`config.mk`:
```
export PLATFORM = sky130hd
export DESIGN_NAME = hex_matrix_scan
export DESIGN_NICKNAME = d
export VERILOG_FILES = /design/src/rtl/hex_matrix_scan.sv
export SDC_FILE = /design/constraint.sdc
export NUM_CORES = 1
export LEC_CHECK = 0
export CORE_MARGIN = 2
export CORE_UTILIZATION = 48
export DETAILED_ROUTE_END_ITERATION = 7
export PLACE_DENSITY = 0.72
export SLEW_MARGIN = 20
export SYNTH_ARGS = -nofsm -noshare
export SYNTH_HDL_FRONTEND = slang
export SYNTH_SLANG_ARGS = --single-unit
```
`constraint.sdc`:
```
create_clock -name clk -period 5.8 [get_ports clk]
set_clock_uncertainty 0.15 [all_clocks]
set_input_delay 1.16 -clock clk [delete_from_list [all_inputs] [get_ports clk]]
set_output_delay 1.16 -clock clk [all_outputs]
set_load 0.01 [all_outputs]
```
`src/rtl/hex_matrix_scan.sv`:
```
// hex_matrix_scan: row-multiplexed 5x7 LED scan showing one byte as two 3x5 hex glyphs,
// with per-row PWM brightness and byte/brightness updates applied only at frame boundaries.
//
// state | meaning
// BLANK | display dark, waiting for the first byte
// SCAN  | cycling rows 0..4, ROW_DWELL cycles per row slot
module hex_matrix_scan #(
  parameter int ROW_DWELL = 50000,
  parameter int BRIGHT_W  = 4
) (
  input  logic                clk,
  input  logic                rst_n,
  input  logic [7:0]          data_in,
  input  logic                data_valid,
  output logic                data_ready,
  input  logic [BRIGHT_W-1:0] brightness,
  output logic [7:0]          glyph_byte,
  input  logic [14:0]         glyph_left,
  input  logic [14:0]         glyph_right,
  output logic [4:0]          row_n,
  output logic [6:0]          col,
  output logic                frame_start
);

  localparam int CW   = $clog2(ROW_DWELL);
  localparam int STEP = ROW_DWELL / 16;
  localparam logic [CW:0]   STEP_W = (CW+1)'(STEP);
  localparam logic [CW-1:0] LAST   = CW'(ROW_DWELL - 1);

  typedef enum logic {BLANK, SCAN} state_t;

  state_t              state, state_d;
  logic [CW-1:0]       dwell_cnt, dwell_d;
  logic [2:0]          row_idx, row_d;
  logic [7:0]          glyph_d;
  logic [BRIGHT_W-1:0] bright_l, bright_d;
  logic                pend_vld, pend_vld_d;
  logic [7:0]          pend_byte, pend_byte_d;
  logic                frame_start_d;
  logic [4:0]          row_n_d;
  logic [6:0]          col_d;

  logic                hs;
  logic                last_dwell;
  logic                on_next;
  logic [CW:0]         on_lim;
  logic [CW:0]         dwell_inc;
  logic [2:0]          left_grp, right_grp;

  assign data_ready = ~pend_vld;
  assign hs         = data_valid & data_ready;
  assign last_dwell = (dwell_cnt == LAST);
  assign dwell_inc  = {1'b0, dwell_cnt} + (CW+1)'(1);
  assign on_lim     = ((CW+1)'(bright_l) + (CW+1)'(1)) * STEP_W;

  // Drive is registered from the next slot position, so the output lines up with
  // dwell_cnt and slot cycle 0 (row/glyph/brightness change point) is always dark.
  assign on_next = (state == SCAN) && !last_dwell && (dwell_inc < on_lim);

  always_comb begin
    left_grp  = 3'b000;
    right_grp = 3'b000;
    case (row_idx)
      3'd0: begin left_grp = glyph_left[14:12]; right_grp = glyph_right[14:12]; end
      3'd1: begin left_grp = glyph_left[11:9];  right_grp = glyph_right[11:9];  end
      3'd2: begin left_grp = glyph_left[8:6];   right_grp = glyph_right[8:6];   end
      3'd3: begin left_grp = glyph_left[5:3];   right_grp = glyph_right[5:3];   end
      3'd4: begin left_grp = glyph_left[2:0];   right_grp = glyph_right[2:0];   end
      default: ;
    endcase
  end

  always_comb begin
    state_d       = state;
    dwell_d       = dwell_cnt;
    row_d         = row_idx;
    glyph_d       = glyph_byte;
    bright_d      = bright_l;
    pend_vld_d    = pend_vld;
    pend_byte_d   = pend_byte;
    frame_start_d = 1'b0;
    row_n_d       = 5'h1F;
    col_d         = 7'd0;
    case (state)
      BLANK: begin
        if (hs) begin
          state_d       = SCAN;
          glyph_d       = data_in;
          bright_d      = brightness;
          row_d         = 3'd0;
          dwell_d       = '0;
          frame_start_d = 1'b1;
        end
      end
      SCAN: begin
        if (last_dwell) begin
          dwell_d = '0;
          if (row_idx == 3'd4) begin
            row_d         = 3'd0;
            frame_start_d = 1'b1;
            bright_d      = brightness;
            if (pend_vld) begin
              glyph_d    = pend_byte;
              pend_vld_d = 1'b0;
            end
          end else begin
            row_d = row_idx + 3'd1;
          end
        end else begin
          dwell_d = dwell_inc[CW-1:0];
        end
        // hs implies pend_vld==0, so this never collides with the boundary clear
        if (hs) begin
          pend_byte_d = data_in;
          pend_vld_d  = 1'b1;
        end
        if (on_next) begin
          row_n_d = ~(5'b00001 << row_idx);
          col_d   = {right_grp, 1'b0, left_grp};
        end
      end
      default: state_d = BLANK;
    endcase
  end

  always_ff @(posedge clk or negedge rst_n) begin
    if (!rst_n) begin
      state       <= BLANK;
      dwell_cnt   <= '0;
      row_idx     <= 3'd0;
      glyph_byte  <= 8'd0;
      bright_l    <= '0;
      pend_vld    <= 1'b0;
      pend_byte   <= 8'd0;
      frame_start <= 1'b0;
      row_n       <= 5'h1F;
      col         <= 7'd0;
    end else begin
      state       <= state_d;
      dwell_cnt   <= dwell_d;
      row_idx     <= row_d;
      glyph_byte  <= glyph_d;
      bright_l    <= bright_d;
      pend_vld    <= pend_vld_d;
      pend_byte   <= pend_byte_d;
      frame_start <= frame_start_d;
      row_n       <= row_n_d;
      col         <= col_d;
    end
  end

endmodule

```
== Word-level counts from Yosys, hierarchy flattened ==
Cells that the tools add are included.

* Register bits after elaboration: 54
* Word-level logic and storage cells: 70
* Bits of input ports: 45
* Output and inout bits: 22

* Add/subtract/negate cells: 3
* Bitwise gates (word level): 4
* Multiplexer cells: 30
* Reduce and logical (&&, ||, !) cells: 11
* $lt $le $gt $ge: 1
* Shifts and indexed selects: 1
* Equality and inequality tests: 9
* $mul: 1

{| class="wikitable"
|+ Operator list
! cell !! number
|-
| $mux W16 || 2
|-
| $mux W8 || 4
|-
| $pmux W16 S2 || 1
|-
| $pmux W3 S5 || 2
|-
| $add A16 B1 Y17 const B || 1
|-
| $lt A17 B17 Y1 || 1
|-
| $mul A5 B12 Y17 const B || 1
|-
| $eq A16 B16 Y1 const B || 1
|-
| $pmux W8 S2 || 1
|-
| $mux W7 || 2
|-
| $mux W4 || 3
|-
| $mux W5 || 2
|-
| $mux W3 || 3
|-
| $pmux W4 S2 || 1
|-
| $mux W1 || 7
|-
| $eq A3 B2 Y1 const B || 2
|-
| $ne A2 B1 Y1 const B || 3
|-
| $pmux W3 S2 || 1
|-
| $reduce_and A3 Y1 || 2
|-
| $add A4 B1 Y5 const B || 1
|-
| $not A5 Y5 || 1
|-
| $shl A1 B3 Y5 const A || 1
|-
| $reduce_and A2 Y1 || 2
|-
| $reduce_and A4 Y1 || 1
|-
| other kinds (11) || 14
|}

== Depth between registers and ports, before layout ==
Gate-level depths: netlist (run 1).

* Word-level depth: 6
* Mapped depth: 18
* Depth with buffers taken out: 17

== Worst setup path before layout (run 1) ==
No wires, ideal clock.

* Kind: register to register
* From: register bright_l[0]
* To: register row_n[3]
* Cell stages (with the launch flop): 19
* Setup time: 59 ps
* Clock period less this slack: 4967 ps
* Data required time: 5591 ps
* Setup slack: 833 ps
* Buffers on the path: 1
* Arrival: 4759 ps
* Cell sequence: dfrtp_1 ha_1 xor2_1 ha_1 xnor2_1 ha_1 a21o_1 ha_1 ha_1 a21oi_1 a211oi_1 or2_2 a311oi_1 ha_1 nand4_1 or4b_2 o32ai_1 clkbuf_1 or4b_2

* Longest elaborated chain between the ends: 6

{| class="wikitable"
|+ Ends and longest elaborated chain
! item !! line !! RTL
|-
| from (decl) || 36 || <nowiki>logic [BRIGHT_W-1:0] bright_l, bright_d;</nowiki>
|-
| from (signal assigned) || 143 || <nowiki>bright_l <= bright_d;</nowiki>
|-
| $add A4 B1 Y5 || 54 || <nowiki>assign on_lim = ((CW+1)'(bright_l) + (CW+1)'(1)) * STEP_W;</nowiki>
|-
| $mul A5 B12 Y17 || 54 ||
|-
| $lt A17 B17 Y1 || 58 || <nowiki>assign on_next = (state == SCAN) && !last_dwell && (dwell_inc < on_lim);</nowiki>
|-
| $logic_and A1 B1 Y1 || 58 ||
|-
| $mux W5 || 117 || <nowiki>if (on_next) begin</nowiki>
|-
| $mux W5 || 84 || <nowiki>case (state)</nowiki>
|-
| named net row_n_d[3] || 40 || <nowiki>logic [4:0] row_n_d;</nowiki>
|-
| to (signal assigned) || 147 || <nowiki>row_n <= row_n_d;</nowiki>
|-
| to (decl) || 20 || <nowiki>output logic [4:0] row_n,</nowiki>
|}

The timed path passes the listed nets, and every way through them passes these cells.
A chain may end at the register's enable or synchronous reset.

== Worst setup path after layout (run 1) ==
* From: register bright_l[0]
* To: register row_n[2]

Same word-level chain as after synthesis.

==> results of run 1 <==
-- power by group through the flow --
stage	combinational [mW]	clock [mW]	sequential, mW
after floorplan	0.110	0	0.424
after detailed placement	0.176	0	0.438
after CTS	0.178	0.277	0.431
final	0.178	0.270	0.432
after global placement	0.171	0	0.436
after global routing	0.201	0.288	0.436
-- logic make-up (layout without fill, tap and decap cells) --
group | count (synthesis) | in the layout
compound gates | 110 | 110
buf+inv | 58 | 109
mux | 18 | 18
fa+ha+maj | 55 | 55
simple gates | 148 | 148
other cells | 1 | 1
xor+xnor | 25 | 25
flops | 53 | 53
-- critical path, delay by kind of cell (launching register included) --
family | cells | cell delay, ps
fa+ha+maj | 6 | 1560
simple gates | 4 | 1350
compound gates | 5 | 1280
flops | 1 | 500
xor+xnor | 2 | 380
buf+inv | 1 | 250
-- state kept, by name, summed over array words and instances (netlist names) --
signal	flops
row_n	5
col	6
glyph_byte	8
bright_l	4
pend_vld	1
state	1
frame_start	1
pend_byte	8
row_idx	3
dwell_cnt	16
-- cells in the mapped netlist (all sizes together), types with 2 or more instances --
| cell type | number |
|---|---|
| nand3 | 20 |
| a221oi | 14 |
| a21oi | 15 |
| o211ai | 3 |
| xnor2 | 13 |
| nand2b | 8 |
| ha | 54 |
| and3 | 3 |
| or2 | 2 |
| nor4 | 10 |
| a22o | 8 |
| nor2b | 11 |
| clkbuf | 18 |
| a21o | 3 |
| nor2 | 22 |
| mux2 | 17 |
| inv | 32 |
| o41ai | 10 |
| and2 | 2 |
| dfstp | 5 |
| xor2 | 12 |
| o22ai | 7 |
| or4b | 3 |
| dfrtp | 48 |
| buf | 7 |
| nor3b | 12 |
| nand4 | 6 |
| o21ai | 24 |
| nor3 | 6 |
| or4 | 11 |
| or3 | 4 |
| o311a | 4 |
| a31oi | 7 |
| a211oi | 4 |
| nand2 | 25 |
-- per-layer routing --
| metal | track usage | wire [um] |
|---|---|---|
| met2 | 0.369 | 4990 |
| met3 | 0.0309 | 382 |
| met5 | 0 | 0 |
| met1 | 0.312 | 5000 |
| met4 | 0.0358 | 95 |
-- area by class of cell --
class	instances	area, um^2
clock buffer	6	82.6
sequential	53	1330
clock inverter	2	41.3
timing repair buffer	68	668
fill	784	3610
multi-input combinational	357	2770
inverter	33	124
tap	108	135
-- stage by stage --
stage	worst slack, ps	hold WS (ps)	util	area (um^2)	total power [mW]
2_1_floorplan	833	330	-	4340	0.534
3_3_place_gp	463	339	0.572	5020	0.607
3_5_place_dp	225	351	0.572	5020	0.614
4_1_cts	171	375	0.587	5140	0.886
5_1_grt	29.6	387	0.588	5150	0.926
6_report	291	373	0.588	5150	0.880
-- worst paths after layout --
| kind | from | to | slack, ps |
|---|---|---|---|
| min reg2reg | pend_byte[0] | pend_byte[0] | 370 |
| min | pend_byte[0] | pend_byte[0] | 370 |
| max | bright_l[0] | row_n[2] | 290 |
| max reg2reg | bright_l[0] | row_n[2] | 290 |
| min in group asynchronous | rst_n | glyph_byte[3] | 790 |
| max in group asynchronous | rst_n | glyph_byte[6] | 4260 |
==> flow_summary.ini, run 1 <==
[critical_path]
worst_path_max_delay_cell = or4b_2
crit_arrival_ps = 5620
cp_slowest_stage_delay_ps = 670
cp.required_ps = 5910
ff2ff_path_depth = 18
endpoint_kind = register
critPathKind = register to register
cp_max_fo = 11
crit_top_cell = ha_1
critPathLaunchType = register
path_cells = ha_1 -> xor2_2 -> ha_1 -> xnor2_1 -> ha_1 -> a21o_1 -> ha_1 -> ha_1 -> a21oi_1 -> a211oi_1 -> or2_2 -> a311oi_1 -> ha_1 -> nand4_1 -> or4b_2 -> o32ai_1 -> buf_4 -> or4_1

[route]
wl_per_cell_um = 16.7
first_pass_iters = 5
drt_iter0_markers = 230
routed_via_density = 6.06
wirelength_um = 10500
drc = 0
ant_nets = 0
vias = 3799

[timing]
finalHoldViolCount = 0
fin_crit_sh = 0.950
slew_headroom = 0.308
setup_viol = 0
min_period_ps = 5510
rsz0062_at_grt = no
setup_tns_ps = 0
worst_pin_slew_ps = 1040
max_freq_mhz = 182
final_max_slew_viol_count = 0

[layout]
final_nets = 618
antenna_cells = 0
fin_cells = 627
most-common-layout-cells = clkdlybuf4s50_1 (64), ha_1 (54), dfrtp_1 (48), inv_1 (31), nand2_1 (25)
final_common_cell = clkdlybuf4s50_1
drive_gt1_frac = 0.0906
area_growth_pct = 18.6

[cts]
cts_setup_buffers = 0
cts_tree = yes
cts_buffers = 5
cts_root_buf = clkbuf_8
hold_buffers = 0
clk_latency_ps = 310
h-tree-depth = 2
post_cts_resized = 0
cts_buffer_depth = 2
path_clk_slew_ps = 100
cts_sinks = 53

[synth]
yosys.area_share.simple = 0.195
synth_compound_area_frac = 0.182
synth_flop_cell = dfrtp_1
synthDistinctLibCells = 62
synthArstFlopShare = 1.00
netlist_area_mm2 = 0.00434
synth_cells = 468
synth-edff-count = 0
ys_top_cells_by_area = dfrtp_1 (28%), ha_1 (16%), mux2_2 (4.4%)
synth_top_family_by_area = simple AND/OR/NAND/NOR gates
synth-seq-cells = 53
synth_top_area_frac = 0.277
synth_fa_ha_area_frac = 0.160
yosysTopAreaCell = dfrtp_1
avgSynthCellArea_um2 = 9.28
synthXorXnorAreaFrac = 0.0504
synthesis.yosys.warnings = 0
ys_seq_area_frac = 0.307
synth_fp_nets = 568
muxShareOfSynthArea = 0.0464

[die]
io_pins = 67
die_w_um = 99.1
initial_core_util = 0.495
chipHeight_um = 99.1
rows = 34
die_area_mm2 = 0.00982
core_area_mm2 = 0.00876

[power_and_ir_drop]
p_sw_frac = 0.281
internal_power_mw = 0.632
switchingPower_mw = 0.247
peakVddDrop_uv = 167
seq_power_share = 0.491
powerDensity_mw_per_mm2 = 171
combPwrFrac = 0.202
clkPwrFrac = 0.307
leakagePower_nw = 2.34

[global_routing]
grt_pass1_vias = 3786
grt_usage = 0.221
antenna_found_initial = 0
grt_pass1_wl_um = 18000
grt_overflow_total = 0
grt_max_degree = 54

[job]
maxCapViolCount = 0

[place]
place_hpwl_um = 7890
place_inst = 619
io_buffers = 65
place_congestion = 0.912

[status]
outcome = completed

[min_path]
whs_path_depth = 1
hp-class = register to register
(Power assumes the default switching activity.)
==> run 2: changes to the inputs <==
--- a/config.mk
+++ b/config.mk
@@ -6,9 +6,9 @@
 export NUM_CORES = 1
 export LEC_CHECK = 0
 export CORE_MARGIN = 2
-export CORE_UTILIZATION = 48
+export CORE_UTILIZATION = 45
 export DETAILED_ROUTE_END_ITERATION = 7
-export PLACE_DENSITY = 0.72
+export PLACE_DENSITY = 0.69
 export SLEW_MARGIN = 20
 export SYNTH_ARGS = -nofsm -noshare
 export SYNTH_HDL_FRONTEND = slang
==> flow_summary.ini, run 2 (synthesis results as in run 1) <==
[status]
outcome = completed

[cts]
cts_buffers = 5
clk_latency_ps = 310
cts_sinks = 53
cts_buffer_depth = 2
cts_tree = yes
h-tree-depth = 2
hold_buffers = 0
cts_root_buf = clkbuf_8
path_clk_slew_ps = 110

[die]
io_pins = 67
die_area_mm2 = 0.0105
chipHeight_um = 102
core_area_mm2 = 0.00928
rows = 35
die_w_um = 102
initial_core_util = 0.468

[critical_path]
crit_family = simple AND/OR/NAND/NOR gates
cp.buffers_inverters = 0
path_cells = nand3_1 -> xnor2_1 -> ha_1 -> ha_1 -> ha_1 -> ha_1 -> a221oi_1 -> o21ai_0 -> or2_2 -> a311oi_1 -> ha_1 -> nand2_1 -> o21ai_0 -> or4_1 -> or4b_2
critPathLaunchType = register
worst_path_max_delay_cell = or4b_2
cp.required_ps = 5880
endpoint_kind = register
crit_arrival_ps = 5580
cp_max_fo = 11
critPathKind = register to register
cp_slowest_stage_delay_ps = 680
crit_top_cell = ha_1

[route]
drt_iter0_markers = 195
wl_per_cell_um = 16.1
drc = 0
first_pass_iters = 5
vias = 3794
ant_nets = 0
wirelength_um = 10400
routed_via_density = 5.84

[global_routing]
grt_use_met3 = 0.0287
grt_pass1_vias = 3636
grt_max_degree = 54
grt_pass1_wl_um = 17500
met1_usage = 0.293
grt_overflow_total = 0
grt_usage = 0.205
antenna_found_initial = 0
use_met2 = 0.340
top_usage_layer = met2

[layout]
area_growth_pct = 19.5
reg_top3 = dwell_cnt: 16 flops, glyph_byte: 8 flops, pend_byte: 8 flops
final_common_cell = clkdlybuf4s50_1
largest_reg_flops = 16
largest-register = dwell_cnt
drive_gt1_frac = 0.0921
final_nets = 620
most-common-layout-cells = clkdlybuf4s50_1 (64), ha_1 (54), dfrtp_1 (48), inv_1 (31), nand2_1 (25)
antenna_cells = 0

[timing]
max_freq_mhz = 182
rsz0062_at_grt = no
hold_slack_ps = 371
fin_crit_sh = 0.949
worst_pin_slew_ps = 937
finalHoldViolCount = 0
min_period_ps = 5500
setup_viol = 0
final_max_slew_viol_count = 0
setup_tns_ps = 0
slew_headroom = 0.373

[power_and_ir_drop]
peakVddDrop_uv = 156
p_sw_frac = 0.284
leakagePower_nw = 2.35
internal_power_mw = 0.633
seq_power_share = 0.485
combPwrFrac = 0.205
clkPwrFrac = 0.310
switchingPower_mw = 0.251
powerDensity_mw_per_mm2 = 170

[job]
maxCapViolCount = 0

[place]
io_buffers = 65
place_hpwl_um = 7900
place_congestion = 0.902

[min_path]
hp-class = register to register
-- run 2: layout make-up --
type                            count  area, um^2
Tap cell                          129         161
Sequential cell                    53        1330
Timing Repair Buffer               70         683
Multi-Input combinational cell    357        2760
Fill cell                         843        4100
Inverter                           33         124
Clock buffer                        6        82.6
Clock inverter                      2        41.3
-- run 2: repair_timing --
item	4_1_cts	5_1_grt
endpoints found under the hold margin	0	0
resized for setup	0	1
setup endpoints to repair	0	7
buffers inserted	0	0
-- run 2: worst reg2reg max path, cell delays in order, from the launching register on --
cell      delay (ps)
dfrtp_1          500
nand3_1          130
xnor2_1          410
ha_1             330
ha_1             200
ha_1             410
ha_1             320
a221oi_1         280
o21ai_0          200
or2_2            350
a311oi_1         340
ha_1             320
nand2_1           80
o21ai_0           70
or4_1            650
or4b_2           680
-- run 2: per-layer routing --
metal | share of wire | vias to the layer above
li1 | - | 1852
met1 | 0.48 | 1850
met2 | 0.48 | 85
met3 | 0.032 | 7
met4 | 0.0075 | 0
met5 | 0 | -
-- run 2: metrics by stage --
stage	std cells	power [mW]	utilization	setup slack, ps	instance area (um^2)
2_1_floorplan	468	0.534	-	833	4340
3_3_place_gp	642	0.608	0.545	446	5060
3_5_place_dp	642	0.615	0.545	280	5060
4_1_cts	650	0.891	0.558	238	5180
5_1_grt	650	0.933	0.559	26.4	5190
6_report	650	0.884	0.559	296	5190
-- run 2: power groups by stage --
stage          sequential, mW  clock [mW]  combinational, mW
6_report                0.429       0.274              0.181
5_1_grt                 0.433       0.296              0.204
4_1_cts                 0.428       0.280              0.183
3_5_place_dp            0.435           0              0.180
3_3_place_gp            0.434           0              0.174
2_1_floorplan           0.424           0              0.110
-- run 2: path summary, 6_finish.rpt --
kind | start | endpoint | slack [ps] | depth (start not counted)
min | pend_byte[1] | pend_byte[1] | 370 | 1
max | bright_l[0] | row_n[3] | 300 | 15
min reg2reg | pend_byte[1] | pend_byte[1] | 370 | 1
min in group asynchronous | rst_n | pend_byte[1] | 790 | 2
max reg2reg | bright_l[0] | row_n[3] | 300 | 15
max in group asynchronous | rst_n | glyph_byte[6] | 4240 | 2
